--- src/rtl/router_pkt_tx_if.sv ---
// Host request/payload stream plus router-facing byte bus for router_pkt_tx.
// master = the packet transmitter, slave = host/router side.
interface router_pkt_tx_if;
    logic       start;
    logic [1:0] addr;
    logic [5:0] len;
    logic       inject_err;
    logic [7:0] pl_data;
    logic       pl_valid;
    logic       pl_ready;
    logic       busy;
    logic [7:0] data_out;
    logic       pkt_valid;
    logic       tx_active;
    logic       done;
    logic       start_err;

    modport master (
        input  start, addr, len, inject_err, pl_data, pl_valid, busy,
        output pl_ready, data_out, pkt_valid, tx_active, done, start_err
    );

    modport slave (
        output start, addr, len, inject_err, pl_data, pl_valid, busy,
        input  pl_ready, data_out, pkt_valid, tx_active, done, start_err
    );
endinterface

--- src/rtl/router_pkt_tx.sv ---
// Buffers a whole payload, then sends header/payload/parity to the router input port.
// Latency: len load cycles after start, then one byte per busy=0 edge; busy=1 freezes data_out/pkt_valid.
// Backpressure: pl_ready only while loading; router busy stalls transmission in place.
module router_pkt_tx #(
    parameter int GAP_CYCLES = 2,
    parameter int MAX_LEN    = 63
) (
    input  logic            clk,
    input  logic            rstn,
    router_pkt_tx_if.master io
);

    typedef enum logic [2:0] {
        S_IDLE,
        S_LOAD,
        S_HEADER,
        S_PAYLOAD,
        S_PARITY,
        S_GAP
    } state_t;

    localparam logic [3:0] GAP_LAST = 4'(GAP_CYCLES - 1);

    state_t     state, state_nxt;
    logic [7:0] mem [MAX_LEN];
    logic [5:0] wr_ptr, rd_ptr, len_q;
    logic [1:0] addr_q;
    logic       inj_q;
    logic [7:0] acc;
    logic [3:0] gap_cnt;
    logic [7:0] data_q;
    logic       pv_q, done_q, serr_q;

    logic start_ok, last_wr, pay_last;

    assign start_ok = io.start && (io.addr != 2'd3) && (io.len != 6'd0);
    assign last_wr  = io.pl_valid && (wr_ptr == len_q - 6'd1);
    assign pay_last = (rd_ptr == len_q);

    assign io.pl_ready  = (state == S_LOAD);
    assign io.tx_active = (state != S_IDLE);
    assign io.data_out  = data_q;
    assign io.pkt_valid = pv_q;
    assign io.done      = done_q;
    assign io.start_err = serr_q;

    always_ff @(posedge clk or negedge rstn) begin
        if (!rstn) state <= S_IDLE;
        else       state <= state_nxt;
    end

    always_comb begin
        state_nxt = state;
        case (state)
            S_IDLE:    if (start_ok)              state_nxt = S_LOAD;
            S_LOAD:    if (last_wr)               state_nxt = S_HEADER;
            S_HEADER:  if (!io.busy)              state_nxt = S_PAYLOAD;
            S_PAYLOAD: if (!io.busy && pay_last)  state_nxt = S_PARITY;
            S_PARITY:  if (!io.busy)              state_nxt = S_GAP;
            S_GAP:     if (gap_cnt == GAP_LAST)   state_nxt = S_IDLE;
            default:                              state_nxt = S_IDLE;
        endcase
    end

    // Payload storage carries no reset: the pointers alone define what is valid.
    always_ff @(posedge clk) begin
        if (state == S_LOAD && io.pl_valid) mem[wr_ptr] <= io.pl_data;
    end

    always_ff @(posedge clk or negedge rstn) begin
        if (!rstn) begin
            wr_ptr  <= '0;
            rd_ptr  <= '0;
            len_q   <= '0;
            addr_q  <= '0;
            inj_q   <= 1'b0;
            acc     <= '0;
            gap_cnt <= '0;
            data_q  <= '0;
            pv_q    <= 1'b0;
            done_q  <= 1'b0;
            serr_q  <= 1'b0;
        end else begin
            done_q <= 1'b0;
            serr_q <= 1'b0;
            case (state)
                S_IDLE: begin
                    if (start_ok) begin
                        addr_q <= io.addr;
                        len_q  <= io.len;
                        inj_q  <= io.inject_err;
                        acc    <= {io.len, io.addr};
                        wr_ptr <= '0;
                    end else if (io.start) begin
                        serr_q <= 1'b1;
                    end
                end
                S_LOAD: begin
                    if (io.pl_valid) begin
                        wr_ptr <= wr_ptr + 6'd1;
                        acc    <= acc ^ io.pl_data;
                        if (last_wr) begin
                            data_q <= {len_q, addr_q};
                            pv_q   <= 1'b1;
                        end
                    end
                end
                S_HEADER: begin
                    if (!io.busy) begin
                        data_q <= mem[0];
                        rd_ptr <= 6'd1;
                    end
                end
                S_PAYLOAD: begin
                    if (!io.busy) begin
                        if (!pay_last) begin
                            data_q <= mem[rd_ptr];
                            rd_ptr <= rd_ptr + 6'd1;
                        end else begin
                            data_q <= acc ^ {7'b0, inj_q};
                            pv_q   <= 1'b0;
                        end
                    end
                end
                S_PARITY: begin
                    if (!io.busy) begin
                        data_q  <= '0;
                        done_q  <= 1'b1;
                        gap_cnt <= '0;
                    end
                end
                S_GAP: gap_cnt <= gap_cnt + 4'd1;
                default: ;
            endcase
        end
    end

endmodule

--- src/flat_wrapper.sv ---
// flat-port wrapper written by rule: the top's interface ports become plain ports
module router_pkt_tx_flat 
#(
    parameter int GAP_CYCLES = 2,
    parameter int MAX_LEN    = 63
)
  (clk, rstn, io_start, io_addr, io_len, io_inject_err, io_pl_data, io_pl_valid, io_busy, io_pl_ready, io_data_out, io_pkt_valid, io_tx_active, io_done, io_start_err);
  router_pkt_tx_if io_i ();
  input  logic clk;
  input  logic rstn;
  input wire logic [$bits(io_i.start)-1:0] io_start;
  input wire logic [$bits(io_i.addr)-1:0] io_addr;
  input wire logic [$bits(io_i.len)-1:0] io_len;
  input wire logic [$bits(io_i.inject_err)-1:0] io_inject_err;
  input wire logic [$bits(io_i.pl_data)-1:0] io_pl_data;
  input wire logic [$bits(io_i.pl_valid)-1:0] io_pl_valid;
  input wire logic [$bits(io_i.busy)-1:0] io_busy;
  output wire logic [$bits(io_i.pl_ready)-1:0] io_pl_ready;
  output wire logic [$bits(io_i.data_out)-1:0] io_data_out;
  output wire logic [$bits(io_i.pkt_valid)-1:0] io_pkt_valid;
  output wire logic [$bits(io_i.tx_active)-1:0] io_tx_active;
  output wire logic [$bits(io_i.done)-1:0] io_done;
  output wire logic [$bits(io_i.start_err)-1:0] io_start_err;
  assign io_i.start = io_start;
  assign io_i.addr = io_addr;
  assign io_i.len = io_len;
  assign io_i.inject_err = io_inject_err;
  assign io_i.pl_data = io_pl_data;
  assign io_i.pl_valid = io_pl_valid;
  assign io_i.busy = io_busy;
  assign io_pl_ready = io_i.pl_ready;
  assign io_data_out = io_i.data_out;
  assign io_pkt_valid = io_i.pkt_valid;
  assign io_tx_active = io_i.tx_active;
  assign io_done = io_i.done;
  assign io_start_err = io_i.start_err;
  router_pkt_tx #(.GAP_CYCLES(GAP_CYCLES), .MAX_LEN(MAX_LEN)) u_core (.clk(clk), .rstn(rstn), .io(io_i));
endmodule
--- config.mk ---
export PLATFORM = sky130hd
export DESIGN_NAME = router_pkt_tx_flat
export DESIGN_NICKNAME = d
export VERILOG_FILES = /design/src/rtl/router_pkt_tx_if.sv /design/src/rtl/router_pkt_tx.sv /design/src/flat_wrapper.sv
export SDC_FILE = /design/constraint.sdc
export NUM_CORES = 1
export LEC_CHECK = 0
export CAP_MARGIN = 20
export CORE_AREA = 4 4 230 232
export DETAILED_ROUTE_END_ITERATION = 12
export DIE_AREA = 0 0 234 236
export GPL_ROUTABILITY_DRIVEN = 0
export PLACE_DENSITY = 0.73
export SYNTH_ARGS = -nofsm -noshare
export SYNTH_HDL_FRONTEND = slang
export SYNTH_SLANG_ARGS = --single-unit
--- constraint.sdc ---
create_clock -name clk -period 2.1 [get_ports clk]
set_input_delay 0.42 -clock clk [delete_from_list [all_inputs] [get_ports clk]]
set_output_delay 0.42 -clock clk [all_outputs]
set_load 0.01 [all_outputs]
======== Word-level counts from Yosys, hierarchy flattened ========
Memory sizes are Yosys's and may differ from the RTL's.
Index checks and enable logic that the tools add are counted.
word-level totals
  bits in registers ....................... 47
  memory bits (writable) .................. 504
  input bits .............................. 22
  output and inout port bits .............. 13
  logic and storage cells ................. 97
  memories kept ........................... 1
operators by class
  $add $sub $neg .......................... 4
  equal/unequal tests ..................... 19
  mux-type cells .......................... 38
  bitwise logic cells ..................... 2
  reduce and logical (&&, ||, !) cells .... 21
memories
  memory      depth  bits a word  rd ports  clocked after memory_dff  write ports  line                 text
  u_core.mem  63     8            2         0                         1            router_pkt_tx.sv:25  logic [7:0] mem [MAX_LEN];
operators with widths
  cell                                                                      count
  8-bit 2-to-1 mux                                                          8
  8-bit case mux with 4 select lines                                        1
  6-bit 2-to-1 mux                                                          5
  6-bit case mux with 2 select lines                                        2
  3-bit 2-to-1 mux                                                          6
  3-bit case mux with 6 select lines                                        1
  8-bit case mux with 2 select lines                                        1
  6-bit by 1-bit adder with 6-bit output (second input constant)            2
  6-bit == test                                                             2
  2-bit inequality test (second input constant)                             6
  6-bit AND reduction                                                       2
  1-bit 2-to-1 mux                                                          11
  2-bit by 1-bit inequality test with 1-bit output (second input constant)  5
  4-bit case mux with 2 select lines                                        1
  2-bit nonzero test                                                        4
  8-bit by 1-bit bitwise XOR with 8-bit output                              1
  8-bit bitwise XOR                                                         1
  3-bit by 2-bit == test with 1-bit output (second input constant)          2
  3-bit == test (second input constant)                                     2
  6-bit nonzero test                                                        1
  6-bit by 1-bit subtractor with 6-bit output (second input constant)       1
  1-bit logical AND                                                         5
  5-bit AND reduction                                                       1
  4-bit by 1-bit adder with 4-bit output (second input constant)            1
  other kinds (11)                                                          12

======== Longest topological paths before layout ========
Gate-level depths: netlist of the first run.
  depth in word-level cells ............... 6
  gate-level depth with buffers ........... 12
  depth with buffers taken out ............ 8

======== Worst setup path before layout of the first run ========
No wires, ideal clock.
  path type ............................... register -> register
  from .................................... register u_core.state[1]
  to ...................................... memory u_core.mem[54][0] (enable)
  setup time .............................. 370 ps
  arrival ................................. 1951 ps
  required time ........................... 1730 ps
  slack ................................... -221 ps
  cell stages (with the launch flop) ...... 7
  buffers on the path ..................... 0
  period minus slack after synthesis ...... 2321 ps
  cells stage by stage .................... dfrtp_1 or3_1 inv_2 nand2_2 nor2_1 nand3_1 nor2_1
between the ends
  cells in the longest elaborated chain, start to end .. 4
RTL lines
  element                                   line                 text
  start, declared                           router_pkt_tx.sv:24  state_t state, state_nxt;
  start signal, assigned                    router_pkt_tx.sv:49  else state <= state_nxt;
  3-bit by 1-bit == test with 1-bit output  router_pkt_tx.sv:67  if (state == S_LOAD && io.pl_valid) mem[wr_ptr] <= io.pl_data;
  1-bit logical AND                         router_pkt_tx.sv:67
  1-bit 2-to-1 mux                          router_pkt_tx.sv:67
  1-bit 2-to-1 mux (implied by the code)    router_pkt_tx.sv:67
  end, declared                             router_pkt_tx.sv:25
Every way passes these cells.

======== Final worst setup path of the first run ========
  from .................................... register u_core.rd_ptr[0]
  to ...................................... register u_core.data_q[6], in the netlist u_core.io.data_out[6]
between the ends
  cells in the longest elaborated chain, start to end .. 4
  elaborated cells on any way between the ends .. 5
RTL lines
  element                                                         line                  text
  start, declared                                                 router_pkt_tx.sv:26   logic [5:0] wr_ptr, rd_ptr, len_q;
  start signal, assigned                                          router_pkt_tx.sv:118  rd_ptr <= rd_ptr + 6'd1;
  memory read 63 x 8 bit / 6-bit == test (equally long branches)  --
  8-bit 2-to-1 mux (*)                                            router_pkt_tx.sv:116  if (!pay_last) begin
  8-bit 2-to-1 mux (*)                                            router_pkt_tx.sv:115  if (!io.busy) begin
  8-bit case mux with 4 select lines (*)                          router_pkt_tx.sv:86   case (state)
  end signal, assigned                                            router_pkt_tx.sv:110  data_q <= mem[0];
  end signal, assigned                                            router_pkt_tx.sv:117  data_q <= mem[rd_ptr];
  end signal, assigned                                            router_pkt_tx.sv:120  data_q <= acc ^ {7'b0, inj_q};
  end, declared                                                   router_pkt_tx.sv:31   logic [7:0] data_q;
Mark *: on every way between the ends. The rest lies on a longest branch, timed or not. The select of a mux whose other input is x is not followed.
A chain may end at the register's enable or synchronous reset.

==> out/results.ini, run 1 <==
[floorplan]
num_rows = 83
die_w_um = 234
core_area_sq_um = 51000
die_h_um = 236
ios = 35
initial_core_util = 0.445
fp.dieArea_sq_um = 55200

[critical_path]
crit_required_ns = 2.56
worstSetupStartpointType = flop
critPathTopFamily = multiplexers
cp_max_fo = 8
crit_arrival_ns = 2.91
cp.depth = 7
cp_cell_sequence = buf_12 > mux4_4 > mux4_2 > nor2b_4 > a311oi_2 > or4_4 > o2111ai_2
rr_worst_depth = 7
crit_buf_inv = 1
critPathCaptureType = flop
crit_path_max_incr_delay_ns = 0.62
cp_slowest_cell = mux4_4
path_class = reg -> reg

[yosys]
synth_ff_type = edfxtp_1
synth.largest_area_cell = edfxtp_1
synth-edff-count = 504
async_flop_share = 0.0853
yosys.area.top_type_share = 0.667
ys_seq_elements = 551
synth.most_common_cell = edfxtp_1
synth_area_per_cell_sq_um = 17.1
syn_inst = 1325
ys_types = 69
yosysWarnings = 0
synth_nets = 1352
yosysSeqAreaShare = 0.719
netlist_top_cells_area = edfxtp_1 (67%), mux4_2 (7.1%), mux2i_1 (5.3%)
synth_common_cells = edfxtp_1 (504), mux2i_1 (120), nor2_1 (99)
synthesis.area_sq_um = 22700

[routing]
drtIter0Drc = 1588
antenna_left = 0
wl_per_cell_um = 25.5
firstDrtPassIters = 6
routed_via_density = 5.94
wl_um = 60100
vias = 14000
drcViolationCount = 0

[power]
p_leak_uw = 0.0101
pwr-share-seq = 0.390
swShare = 0.304
p_int_uw = 23200
p_comb_frac = 0.344
p_per_area_nw_per_um2 = 1160
p_switching_uw = 10200
p_clk_frac = 0.266
power_uw = 33400
ir_drop_uv = 688

[status]
status = finished with violations
violations = setup timing

[cells_and_area]
drive_gt1_frac = 0.348
nFillCells = 3636
final_area_sq_um = 28800
nets = 1669
area_growth_pct = 26.9
num_antenna_cells = 0

[cts]
h-tree-depth = 2
clk_pin_slew_ns = 0.06
cts_sinks = 551
cts_root_buffer = clkbuf_16
cts_max_path_buffers = 3
cts_tree = built
worstSkewPairLatency_ns = 0.61
numCtsBuffers = 53

[placement]
port_buffers = 34
hpwl_um = 39600
placed_area_sq_um = 25900
place_ws_ns = -0.573

[job]
drv_cap = 0

[timing]
hold_viol_final = 0
max_freq_mhz = 409
slew_viol_final = 0
relSlewSlack = 0.484
clock_skew_ns = 0.0161
worstMarginPinSlew_ns = 0.772
period_needed_ns = 2.45
layout_setup_ws_ns = -0.347
period_share = 1.17
setup_viol = 48
rsz0062_at_grt = true

[global_routing]
grt_pass1_vias = 14100
grt_first_pass_wirelength_um = 88900
grt_usage = 0.213
grt_max_degree = 66
antenna_found_initial = 0
grt.overflow.total = 0

[min_path]
hold_path_class = in -> reg
hold_depth = 1

==> repair_timing <==
| action | 4_1_cts | 5_1_grt |
|---|---|---|
| pin swaps | 22 | 38 |
| resized for setup | 111 | 141 |
| endpoints found under the setup margin | 521 | 485 |
| hold endpoints to repair | 47 | 0 |
| cloned | 2 | 1 |
| setup buffers | 22 | 12 |
| hold buffers | 1 | 0 |
==> power groups by stage <==
| stage | logic [uW] | clock network, uW | registers, uW |
|---|---|---|---|
| 3_3_place_gp | 9340 | 0 | 13200 |
| 5_1_grt | 12100 | 9460 | 13000 |
| 3_5_place_dp | 9500 | 0 | 13200 |
| 4_1_cts | 10500 | 9030 | 13000 |
| 6_report | 11500 | 8880 | 13000 |
| 2_1_floorplan | 5670 | 0 | 13000 |
==> cell usage in the layout, fill, tap and decap left out, types with 6 or more instances in the layout <==
cell type,count
buf_8,6
edfxtp_1,504
dfrtp_1,41
xor2_1,7
inv_1,6
nand2_1,38
buf_6,57
nor3_1,6
nor2_1,55
nand2b_1,18
o21ai_0,30
buf_4,199
mux2_2,10
mux4_2,72
o211ai_1,6
a31oi_1,9
buf_2,9
mux2i_1,110
clkbuf_1,18
nor2_2,8
clkdlybuf4s50_1,23
nor2b_1,20
xnor2_1,8
buf_12,36
and2_1,6
a22oi_1,38
clkinv_1,10
a21oi_1,30
clkbuf_16,56
nor2_4,37
nand3_1,31
==> cells by family (layout without fill, tap and decap cells) <==
logic type / count (synthesis) / in the layout / synth area share
compound gates: 184 / 184 / 0.0545
xor+xnor: 17 / 17 / 0.00656
fa+ha+maj: 5 / 5 / 0.00276
buf+inv: 84 / 437 / 0.0216
flops: 551 / 551 / 0.719
mux: 209 / 209 / 0.137
simple gates: 275 / 275 / 0.0591
==> worst register-to-register path: stages (launching register included) <==
cell,delay [ns]
dfrtp_4,0.46
buf_12,0.15
mux4_4,0.62
mux4_2,0.47
nor2b_4,0.15
a311oi_2,0.22
or4_4,0.17
o2111ai_2,0.08
==> path summary, 6_finish.rpt <==
check | startpoint | end | slack, ns
max | u_core.rd_ptr[0]$_DFFE_PN0P_ | u_core.io.data_out[6]$_DFFE_PN0P_ | -0.35
min | io_pl_data[3] | u_core.mem[13][3]$_DFFE_PP_ | 0.31
max reg2reg | u_core.rd_ptr[0]$_DFFE_PN0P_ | u_core.io.data_out[6]$_DFFE_PN0P_ | -0.35
min reg2reg | u_core.gap_cnt[3]$_DFFE_PN0P_ | u_core.gap_cnt[3]$_DFFE_PN0P_ | 0.51
max in group asynchronous | rstn | u_core.len_q[2]$_DFFE_PN0P_ | 1.48
min in group asynchronous | rstn | u_core.io.done$_DFF_PN0_ | 0.35
==> per-stage QoR <==
stage / instances / util / hold slack [ns] / setup TNS (ns)
2_1_floorplan: 1325 / - / 0.124 / -99.75
3_3_place_gp: 2234 / 0.508 / 0.427 / -53.28
3_5_place_dp: 2234 / 0.508 / 0.430 / -56.18
4_1_cts: 2348 / 0.551 / 0.289 / -2.38
5_1_grt: 2358 / 0.565 / 0.318 / -11.47
6_report: 2358 / 0.565 / 0.312 / -2.30
==> state kept, by name, indices dropped and copies added, names as in the netlist <==
name and count:
u_core.acc 8, u_core.addr_q 2, u_core.gap_cnt 4, u_core.inj_q 1
u_core.io.data_out 8, u_core.io.done 1, u_core.io.pkt_valid 1, u_core.io.start_err 1
u_core.len_q 6, u_core.mem 504, u_core.rd_ptr 6, u_core.state 3
u_core.wr_ptr 6
==> routing by layer <==
| layer | share of wire | global-route usage | wire, um | up-vias |
|---|---|---|---|---|
| met5 | 0 | 0 | 0 | - |
| met4 | 0.045 | 0.0803 | 2730 | 0 |
| met3 | 0.092 | 0.0438 | 5520 | 165 |
| met2 | 0.48 | 0.336 | 28700 | 801 |
| met1 | 0.39 | 0.294 | 23200 | 7133 |
| li1 | - | - | - | 5918 |
==> area by class of cell <==
| type | count | area (sq um) | area share |
|---|---|---|---|
| sequential | 551 | 16300 | 0.567 |
| clock buffer | 73 | 1440 | 0.0501 |
| inverter | 11 | 47.5 | 0.00165 |
| clock inverter | 18 | 134 | 0.00465 |
| timing repair buffer | 335 | 3340 | 0.116 |
| tap | 680 | 851 | 0.0295 |
| multi-input combinational | 690 | 6670 | 0.231 |
Note: power is estimated with default switching activity, not from simulation.
==> inputs of run 2 (changes only) <==
CORE_AREA = 4 4 295 181   (was 4 4 230 232)
DIE_AREA = 0 0 299 185   (was 0 0 234 236)
PLACE_DENSITY = 0.74   (was 0.73)
==> run 2 against run 1 <==
- the run still ends with setup timing left
- combinational power is essentially flat
- first-iteration DRC count up 22%
- worst hold slack got worse by 0.23 ns
- final cell count up 1.9%
- cell area is 1.0% higher
- utilization up 0.99 points
- global-route usage rose by 1.0 points
- flip-flop and latch count did not move
- count of clock-buffer cells in the layout is 14 lower
- total power about the same
- worst setup slack got worse by 0.14 ns
==> out/results.ini, run 2 (same netlist as run 1, synthesis figures left out) <==
[global_routing]
grt_pass1_vias = 13800  ; -1.8%
grt_usage = 0.224  ; +0.0104
grt_first_pass_wirelength_um = 91300  ; +2.7%
grt_max_degree = 65  ; -1.5%
antenna_found_initial = 0  ; unchanged
grt.overflow.total = 0  ; unchanged

[timing]
slew_viol_final = 0  ; unchanged
fin_tns_setup_ns = -38.42  ; -36.12 ns
layout_setup_ws_ns = -0.491  ; -0.144 ns
hold_viol_final = 0  ; unchanged
period_share = 1.23  ; +0.0685
worstMarginPinSlew_ns = 0.873  ; +0.101 ns
rsz0062_at_grt = true
setup_viol = 518  ; +980%
clock_skew_ns = 0.0167  ; +0.000580 ns
period_needed_ns = 2.59  ; +0.144 ns
relSlewSlack = 0.416  ; -0.0674
max_freq_mhz = 386  ; -5.6%

[cells_and_area]
regMostFlops = u_core.mem
num_antenna_cells = 0  ; unchanged
largest_reg_flops = 504  ; unchanged
final_area_sq_um = 29100  ; +1.0%
final_cell_mix = edfxtp_1 (504), buf_4 (217), mux2i_1 (114)
nets = 1701  ; +1.9%
drive_gt1_frac = 0.369  ; +0.0206
area_growth_pct = 28.2
final_common_cell = edfxtp_1
final_core_util = 0.575  ; +0.00995

[floorplan]
die_h_um = 185  ; -22%
ios = 35  ; unchanged
num_rows = 64  ; -23%
die_w_um = 299  ; +28%
fp.dieArea_sq_um = 55300  ; +0.16%
initial_core_util = 0.449  ; +0.00336
core_area_sq_um = 50600  ; -0.75%

[placement]
hpwl_um = 42800  ; +8.1%
placed_area_sq_um = 26100  ; +0.78%
port_buffers = 34  ; unchanged
place_ws_ns = -0.468  ; +0.106 ns

[power]
power_uw = 33300  ; about the same
ir_drop_uv = 672  ; -2.3%
p_leak_uw = 0.0102  ; +1.1%
p_per_area_nw_per_um2 = 1150  ; -1.1%

[critical_path]
path_class = reg -> reg
cp_max_fo = 14  ; +6
crit_required_ns = 2.56  ; about the same
worstSetupStartpointType = flop
critPathCaptureType = flop
crit_arrival_ns = 3.05  ; +0.14 ns

[routing]
drcViolationCount = 0  ; unchanged
drtIter0Drc = 1945  ; +22%
wl_um = 64700  ; +7.6%
firstDrtPassIters = 5  ; -1
wl_per_cell_um = 26.9  ; +5.7%
routed_via_density = 5.98  ; +0.68%
vias = 14400  ; +2.6%
antenna_left = 0  ; unchanged

[cts]
numCtsBuffers = 46  ; -13%
cts_max_path_buffers = 3  ; unchanged
worstSkewPairLatency_ns = 0.58  ; -0.03 ns
clk_pin_slew_ns = 0.07  ; about the same
cts_root_buffer = clkbuf_16
cts_tree = built
h-tree-depth = 2  ; unchanged
cts_sinks = 551  ; unchanged

[job]
drv_cap = 0  ; unchanged

[min_path]
hold_path_class = in -> reg

[status]
violations = setup timing
status = finished with violations

==> run 2: critical path, cell delays in order, from the launching register on <==
cell and delay (ns):
dfrtp_4 0.48, buf_6 0.16, bufbuf_16 0.32, mux2i_2 0.28
a22oi_1 0.13, a31oi_1 0.24, nand2_1 0.20, a2111oi_2 0.43
buf_4 0.17, o21ai_1 0.06
==> run 2: per-layer routing <==
| layer | track usage | vias up | wire length (um) |
|---|---|---|---|
| li1 | - | 5974 | - |
| met1 | 0.334 | 7265 | 26200 |
| met2 | 0.306 | 1004 | 27200 |
| met3 | 0.0978 | 132 | 9900 |
| met4 | 0.0420 | 0 | 1480 |
| met5 | 0 | - | 0 |
==> run 2: path summary, 6_finish.rpt <==
| check | depth (start not counted) | from | endpoint | slack [ns] |
|---|---|---|---|---|
| worst max-delay path | 9 | u_core.rd_ptr[0]$_DFFE_PN0P_ | u_core.io.data_out[0]$_DFFE_PN0P_ | -0.49 |
| worst min-delay path | 1 | io_pl_data[0] | u_core.mem[12][0]$_DFFE_PP_ | 0.08 |
| worst max register to register | 9 | u_core.rd_ptr[0]$_DFFE_PN0P_ | u_core.io.data_out[0]$_DFFE_PN0P_ | -0.49 |
| worst min register to register | 1 | u_core.gap_cnt[3]$_DFFE_PN0P_ | u_core.gap_cnt[3]$_DFFE_PN0P_ | 0.51 |
| max in group asynchronous | 3 | rstn | u_core.len_q[0]$_DFFE_PN0P_ | 1.38 |
| min in group asynchronous | 2 | rstn | u_core.wr_ptr[1]$_DFFE_PN0P_ | 0.26 |
==> run 2: per-stage QoR <==
stage	hold WS (ns)	instances
final	0.0789	2402
after global routing	0.0629	2402
after CTS	0.0590	2384
after detailed placement	0.297	2285
after floorplan	0.124	1325
after global placement	0.296	2285
==> run 2: cell type report <==
class	count	area (sq um)
Clock buffer	59	1260
Multi-Input combinational cell	690	6680
Sequential cell	551	16300
Inverter	11	43.8
Clock inverter	24	219
Timing Repair Buffer	374	3700
Tap cell	693	867
Fill cell	3662	21500
==> run 2: what timing repair did <==
| action | in CTS | in global routing |
|---|---|---|
| gates resized for setup | 81 | 217 |
| setup buffers | 13 | 18 |
| hold buffers | 1 | 0 |
| endpoints found under the hold margin | 47 | 0 |
| cloned | 2 | 1 |
| setup endpoints to repair | 295 | 415 |
| pin swaps | 10 | 46 |
==> run 2: power by group <==
group	internal, uW	switching (uW)	leakage (uW)
Clock	4750	3900	0.000712
Combinational	5750	6030	0.00439
Sequential	12500	450	0.00510
